## config.mk

```make
export PLATFORM = sky130hd
export DESIGN_NAME = axi4_lite_write_arbiter
export DESIGN_NICKNAME = d
export VERILOG_FILES = /design/src/rtl/axi4_lite_write_arbiter.sv
export SDC_FILE = /design/constraint.sdc
export NUM_CORES = 1
export LEC_CHECK = 0
export ABC_AREA = 0
export ABC_CLOCK_PERIOD_IN_PS = 1300
export BUFFER_PORTS_ARGS = -buffer_cell sky130_fd_sc_hd__buf_4
export CAP_MARGIN = 20
export CORE_MARGIN = 8
export CORE_UTILIZATION = 27
export CTS_BUF_LIST = sky130_fd_sc_hd__clkbuf_4
export CTS_CLUSTER_DIAMETER = 80
export CTS_CLUSTER_SIZE = 20
export DETAILED_ROUTE_END_ITERATION = 12
export PLACE_DENSITY_LB_ADDON = 0.12
export SYNTH_ARGS = -nofsm -noshare
export SYNTH_HDL_FRONTEND = slang
export SYNTH_SLANG_ARGS = --single-unit
export TNS_END_PERCENT = 30
```

## constraint.sdc

```tcl
create_clock -name clk -period 1.3 [get_ports clk]
set_input_delay 0.065 -clock clk [delete_from_list [all_inputs] [get_ports clk]]
set_output_delay 0.065 -clock clk [all_outputs]
set_load 0.02 [all_outputs]
```

## src/rtl/axi4_lite_write_arbiter.sv

```systemverilog
// Two-to-one AXI4-Lite write-channel arbiter. Round-robin grant taken in IDLE,
// AW/W forwarded in ADDR, B routed back in RESP; one write outstanding at a time.
module axi4_lite_write_arbiter #(
  parameter int unsigned ADDR_WIDTH = 32,
  parameter int unsigned DATA_WIDTH = 32
) (
  input  logic                    clk,
  input  logic                    reset,
  // Upstream write master 0
  input  logic [ADDR_WIDTH-1:0]   S0_AW_ADDR,
  input  logic                    S0_AW_VALID,
  output logic                    S0_AW_READY,
  input  logic [DATA_WIDTH-1:0]   S0_W_DATA,
  input  logic [DATA_WIDTH/8-1:0] S0_WSTRB,
  input  logic                    S0_W_VALID,
  output logic                    S0_W_READY,
  output logic [1:0]              S0_B_RESP,
  output logic                    S0_B_VALID,
  input  logic                    S0_B_READY,
  // Upstream write master 1
  input  logic [ADDR_WIDTH-1:0]   S1_AW_ADDR,
  input  logic                    S1_AW_VALID,
  output logic                    S1_AW_READY,
  input  logic [DATA_WIDTH-1:0]   S1_W_DATA,
  input  logic [DATA_WIDTH/8-1:0] S1_WSTRB,
  input  logic                    S1_W_VALID,
  output logic                    S1_W_READY,
  output logic [1:0]              S1_B_RESP,
  output logic                    S1_B_VALID,
  input  logic                    S1_B_READY,
  // Downstream write slave
  output logic [ADDR_WIDTH-1:0]   M_AW_ADDR,
  output logic                    M_AW_VALID,
  input  logic                    M_AW_READY,
  output logic [DATA_WIDTH-1:0]   M_W_DATA,
  output logic [DATA_WIDTH/8-1:0] M_WSTRB,
  output logic                    M_W_VALID,
  input  logic                    M_W_READY,
  input  logic [1:0]              M_B_RESP,
  input  logic                    M_B_VALID,
  output logic                    M_B_READY
);

  typedef enum logic [1:0] {StIdle, StAddr, StResp} state_e;

  state_e state_q, state_d;
  logic   grant_q, grant_d;
  logic   last_q, last_d;
  logic   aw_done_q, aw_done_d;
  logic   w_done_q, w_done_d;

  logic                    sel_aw_valid;
  logic [ADDR_WIDTH-1:0]   sel_aw_addr;
  logic                    sel_w_valid;
  logic [DATA_WIDTH-1:0]   sel_w_data;
  logic [DATA_WIDTH/8-1:0] sel_wstrb;
  logic                    sel_b_ready;
  logic                    aw_ready;
  logic                    w_ready;
  logic                    b_valid;
  logic [1:0]              b_resp;

  // Select the granted master's request-side signals
  always_comb begin
    sel_aw_valid = grant_q ? S1_AW_VALID : S0_AW_VALID;
    sel_aw_addr  = grant_q ? S1_AW_ADDR  : S0_AW_ADDR;
    sel_w_valid  = grant_q ? S1_W_VALID  : S0_W_VALID;
    sel_w_data   = grant_q ? S1_W_DATA   : S0_W_DATA;
    sel_wstrb    = grant_q ? S1_WSTRB    : S0_WSTRB;
    sel_b_ready  = grant_q ? S1_B_READY  : S0_B_READY;
  end

  // Channel forwarding; everything is held at zero outside the state that owns it
  always_comb begin
    M_AW_ADDR  = '0;
    M_AW_VALID = 1'b0;
    M_W_DATA   = '0;
    M_WSTRB    = '0;
    M_W_VALID  = 1'b0;
    M_B_READY  = 1'b0;
    aw_ready   = 1'b0;
    w_ready    = 1'b0;
    b_valid    = 1'b0;
    b_resp     = 2'b00;
    unique case (state_q)
      StAddr: begin
        // Done flags mask a channel once its beat has gone through
        M_AW_ADDR  = sel_aw_addr;
        M_AW_VALID = sel_aw_valid & ~aw_done_q;
        aw_ready   = M_AW_READY & ~aw_done_q;
        M_W_DATA   = sel_w_data;
        M_WSTRB    = sel_wstrb;
        M_W_VALID  = sel_w_valid & ~w_done_q;
        w_ready    = M_W_READY & ~w_done_q;
      end
      StResp: begin
        b_valid   = M_B_VALID;
        b_resp    = M_B_RESP;
        M_B_READY = sel_b_ready;
      end
      default: ;
    endcase
  end

  // Steer the upstream-facing handshakes to the granted port only
  always_comb begin
    S0_AW_READY = ~grant_q & aw_ready;
    S0_W_READY  = ~grant_q & w_ready;
    S0_B_VALID  = ~grant_q & b_valid;
    S0_B_RESP   = grant_q ? 2'b00 : b_resp;
    S1_AW_READY = grant_q & aw_ready;
    S1_W_READY  = grant_q & w_ready;
    S1_B_VALID  = grant_q & b_valid;
    S1_B_RESP   = grant_q ? b_resp : 2'b00;
  end

  // Next-state: registered round-robin arbitration and handshake tracking
  always_comb begin
    state_d   = state_q;
    grant_d   = grant_q;
    last_d    = last_q;
    aw_done_d = aw_done_q;
    w_done_d  = w_done_q;
    unique case (state_q)
      StIdle: begin
        if (S0_AW_VALID || S1_AW_VALID) begin
          // On contention the port that did not win last time goes next
          if (S0_AW_VALID && S1_AW_VALID) grant_d = ~last_q;
          else                            grant_d = S1_AW_VALID;
          state_d   = StAddr;
          aw_done_d = 1'b0;
          w_done_d  = 1'b0;
        end
      end
      StAddr: begin
        aw_done_d = aw_done_q | (M_AW_VALID & M_AW_READY);
        w_done_d  = w_done_q  | (M_W_VALID & M_W_READY);
        if (aw_done_d && w_done_d) state_d = StResp;
      end
      StResp: begin
        if (M_B_VALID && M_B_READY) begin
          last_d  = grant_q;
          state_d = StIdle;
        end
      end
      default: state_d = StIdle;
    endcase
  end

  // State registers; reset drops any transaction in flight
  always_ff @(posedge clk or posedge reset) begin
    if (reset) begin
      state_q   <= StIdle;
      grant_q   <= 1'b0;
      last_q    <= 1'b1;
      aw_done_q <= 1'b0;
      w_done_q  <= 1'b0;
    end else begin
      state_q   <= state_d;
      grant_q   <= grant_d;
      last_q    <= last_d;
      aw_done_q <= aw_done_d;
      w_done_q  <= w_done_d;
    end
  end

endmodule

```

-- Yosys cells after proc, flatten, opt, wreduce, memory -nomap -nowiden
Cells that the tools add are included.
- bitwise operators: 18
- eq/ne operators: 5
- muxes and demuxes: 26
- reduce and logical (&&, ||, !) cells: 10
- operators with widths (operator ; count):
    $mux W32 ; 4
    $and A1 B1 Y1 ; 12
    $mux W2 ; 6
    $mux W1 ; 11
    $mux W4 ; 2
    $ne A2 B2 Y1 const B ; 3
    $pmux W2 S3 ; 1
    $reduce_and A2 Y1 ; 3
    $not A1 Y1 ; 4
    $pmux W1 S2 ; 2
    $logic_and A1 B1 Y1 ; 3
    $reduce_and A3 Y1 ; 1
    $eq A2 B1 Y1 const B ; 1
    $eq A2 B2 Y1 const B ; 1
    $logic_not A2 Y1 ; 1
    $or A1 B1 Y1 ; 2
    $reduce_bool A2 Y1 ; 1
    $logic_or A1 B1 Y1 ; 1
- register bits after elaboration: 6
- output and inout bits: 81

-- Logic depth before layout (Yosys ltp)
- word-level depth: 8
- mapped depth: 4
- depth with buffers taken out: 3

-- Worst setup path before layout
Ideal clock, no wire load.
- path type: register -> output
- from: reg state_q[1]
- to: out S0_AW_READY
- buffers on the path: 2
- stages on the path, launching flop included: 5
- arrival time: 1.578 ns
- setup slack: -0.343 ns
- cells stage by stage: dfrtp_1 > nand2b_1 > buf_2 > buf_6 > nor4b_1
- word-level cells in the longest chain between the ends: 3
- ends and longest elaborated chain (item ; RTL line ; text):
    start: declaration ; 46 ; state_e state_q, state_d;
    start signal: assignment ; 153 ; state_q <= StIdle;
    start signal: assignment ; 159 ; state_q <= state_d;
    $eq A2 B1 Y1 ; 85 ; unique case (state_q)
    $mux W1 ; 85 ;
    $and A1 B1 Y1 ; 107 ; S0_AW_READY = ~grant_q & aw_ready;
    end: declaration ; 12 ; output logic S0_AW_READY,
Every way passes these cells.

-- Worst setup path after layout
- from: reg grant_q
- to: out M_W_DATA[11]
- word-level cells in the longest chain between the ends: 2
- ends and longest elaborated chain (item ; RTL line ; text):
    start: declaration ; 47 ; logic grant_q, grant_d;
    start signal: assignment ; 160 ; grant_q <= grant_d;
    $mux W32 ; 68 ; sel_w_data = grant_q ? S1_W_DATA : S0_W_DATA;
    $mux W32 ; 85 ;
    end: declaration ; 35 ; output logic [DATA_WIDTH-1:0] M_W_DATA,
Every way passes these cells.

==> results.txt <==
The critical path launch point is grant_q. Setup repair after global routing could not meet its margin everywhere. The origin of the critical flop-to-flop path is grant_q. The endpoint of the most critical register-to-register path is state_q[0]. The wire-length estimate of the detail-placed layout is 7490 um. The total grt overflow is 0. The final cell count without fillers came out at 514.

The final worst hold slack is 0.117 ns. The worst-case register-to-register setup slack is -0.02 ns. The critical path data required time is 1.24 ns. The number of nets in the finished design came out at 594. The maximum number of pins on one net before global-route repair is 25.

Wires add up to 8820 um. The worst hold path belongs to the class input port to register. The detailed-router iteration count before antenna repair is 4. By area the synthesized netlist is led by mux2i_1 (48%), nor2_1 (20%), dfrtp_1 (8.6%). The core footprint is 5140 sq um. The starting density of the core is 28.3%. The multi-input gate area in the final layout came out at 1250 sq um. The max-slew headroom at the worst pin came out at 83.2%. The clock net sink count is 6. The final clock skew is 0.00930 ns. Clock tree synthesis inserted a total of 3 buffers. The worst reg2reg path depth is 3.

The achievable clock frequency came out at 631 MHz. Among all flip-flop cells after synthesis, the most frequent one is dfrtp_1. Synthesis inferred 6 register bits. The number of port buffers is 229.

The initial antenna violation count is 0. During I/O placement, the number of pins put on the boundary was 230. After detailed routing, the number of vias per cell comes to 4.66.

The ratio of cells with drive above 1 in the final layout is 60.6%. The repair_antennas step left the layout with diodes totalling 0. The mapped netlist covers 1450 sq um. In the post-route analysis, the smallest setup slack over all paths is -0.286 ns. The final route contains 2,395 vias. The count of flip-flops with a built-in enable after synthesis is 0. In the post-synthesis netlist, the cell with the most instances is nor2_1. The number of standard cells after synthesis is 206. At the worst endpoint, the arrival time is 1.52 ns. The number of placement rows came out at 26. The worst setup path is captured at an output pin. Power spread over the standard cell area amounts to 2310 nW/um^2.

After layout, the worst path uses 122% of the clock period. Global routing used 19.6% of the available tracks. The max-capacitance violation count came out at 0. CTS placed an instance of clkbuf_4 at the clock tree root. The area of the die is 7980 sq um.

The total nets after synthesis came out at 355. The die boundary width is 89.4 um. The sequential fraction of the synthesis area is 10.4%. The global-route wire length before repair came out at 12,200 um. The checks that failed: setup timing. The total instance count after detailed placement came out at 500. TritonCTS built the clock tree. The warning count from the yosys run is 0. The worst path in the final design needs a cycle of 1.59 ns, including I/O delays and setup. The H-tree depth came out at 1. The classification of the worst setup path is register to output pin. The leakage dissipation came out at 2.11 nW.

The via count of the first global-routing pass is 2,603. The nature of the critical path startpoint is a register. For the pin with the worst max-slew slack, the measured transition is 0.252 ns. The share of synthesized registers carrying an async set or reset is 100%.

The number of design-rule violations left by the first detailed-router iteration is 63. The run finished, with violations left. Across the whole layout, storage elements account for 156 sq um. The clock latency reported for the late side of the worst-skew pair came out at 0.25 ns. A synthesized cell averages 7.05 sq um. The final estimated routing congestion in global placement came out at 0.803. The final-report setup violation count is 82. The count of different cell masters after synthesis came out at 24. The max-slew violation total from the final report is 0.

The antenna violation net count after detailed routing came out at 0. The area growth from synthesis to layout is 145%. The peak supply drop came out at 1440 uV. At the end of the flow the core is filled with cells to 69.3%. The filler cell count in the final layout is 427.

The count of endpoints failing hold in the final timing report came to 0. Of all cell types, the one taking the most synthesized area is mux2i_1. The number of buffers on the longest clock path is 2.

The die is 89.4 um tall. After synthesis, the most frequently instantiated cells are nor2_1 (77), mux2i_1 (69), buf_2 (14). The proportion of netlist area held by the largest area contributor is 47.5%. The clock input transition at the sequential cells of the worst setup and hold paths is 0.05 ns. The routed length per instance is 17.2 um.

Following the worst setup path forward leads to its endpoint at M_W_DATA[11]. The number of remaining DRC errors came out at 0. In this run the worst path has a maximum fanout of 13.
metrics by stage:
stage                TNS (ns)  worst slack, ns  power, mW  instance area [sq um]
floorplan             -0.0264          -0.0264       4.43                   1470
global placement    -0.000981        -0.000981       7.53                   3380
detailed placement    -0.0393          -0.0325       7.57                   3380
CTS                    -15.12           -0.252       8.22                   3530
global route           -19.41           -0.337       8.78                   3560
finish                 -14.15           -0.286       8.23                   3560
worst max-delay path, stage by stage (launching register included):
cell     delay [ns]
dfrtp_4        0.53
buf_12         0.18
buf_12         0.14
mux2i_2        0.14
nor2_1         0.11
buf_4          0.16
routing by layer:
metal  vias to the layer above  share of wire, %  GRT usage (%)
li1                       1178                 -              -
met1                      1063                32           17.9
met2                       144                52           38.0
met3                        10                14           8.00
met4                         0               1.7           6.19
met5                         -                 0              0
cell type report:
cell class | instances | area share [%]
Clock buffer | 4 | 0.843
Inverter | 2 | 0.211
Multi-Input combinational cell | 180 | 35.2
Sequential cell | 6 | 4.39
Tap cell | 70 | 2.46
Timing Repair Buffer | 252 | 56.9
repair_timing:
action / CTS / global route
resized for setup: 12 / 8
endpoints found under the hold margin: 7 / 0
pin swaps: 1 / 0
hold buffers: 2 / 0
endpoints found under the setup margin: 83 / 83
gates cloned: 1 / 0
setup buffers: 6 / 2
sequential cells by signal, indices dropped and copies added (netlist names):
signal / count
grant_q: 1
w_done_q: 1
last_q: 1
state_q: 2
aw_done_q: 1
power breakdown:
group          leakage [nW]  internal (mW)  total (mW)  switching (mW)
combinational          2.02           3.62        7.59            3.97
sequential           0.0697          0.281       0.423           0.142
clock                0.0184          0.138       0.216          0.0785
total                  2.11           4.04        8.23            4.19
placed cells by master, fill, tap and decap left out:
cell             n
a21oi_1          4
a221o_1          1
a31oi_1          4
and2_1           2
and3_1           5
buf_12           7
buf_16           1
buf_4          236
buf_6            6
clkbuf_4         4
dfrtp_1          3
dfrtp_2          1
dfrtp_4          1
dfstp_2          1
dlygate4sd3_1    2
inv_1            2
mux2_2           2
mux2i_1         68
mux2i_2          1
nand2_1          5
nand2b_1         1
nand2b_4         1
nand4b_1         1
nor2_1          72
nor2_2           4
nor2_4           1
nor2b_1          2
nor2b_4          1
nor4b_2          1
nor4b_4          1
o21a_1           1
o21ai_1          1
o31ai_1          1
cells by family after synthesis:
| family | count (synthesis) | synth area share, % |
|---|---|---|
| AOI/OAI and AO/OA | 12 | 5.17 |
| buffers and inverters | 20 | 7.15 |
| DFF | 6 | 10.4 |
| muxes | 71 | 49.1 |
| and+or+nand+nor | 97 | 28.2 |
worst min path at each step:
| stage | startpoint | end | cells past startpoint |
|---|---|---|---|
| final | S1_B_READY | last_q | 3 |
| after global routing | M_AW_READY | aw_done_q | 3 |
| after CTS | S1_AW_VALID | grant_q | 3 |
| after detailed placement | reset | grant_q | 2 |
| after global placement | reset | state_q[0] | 2 |
| after floorplan | reset | aw_done_q | 1 |
(Power assumes the default switching activity.)
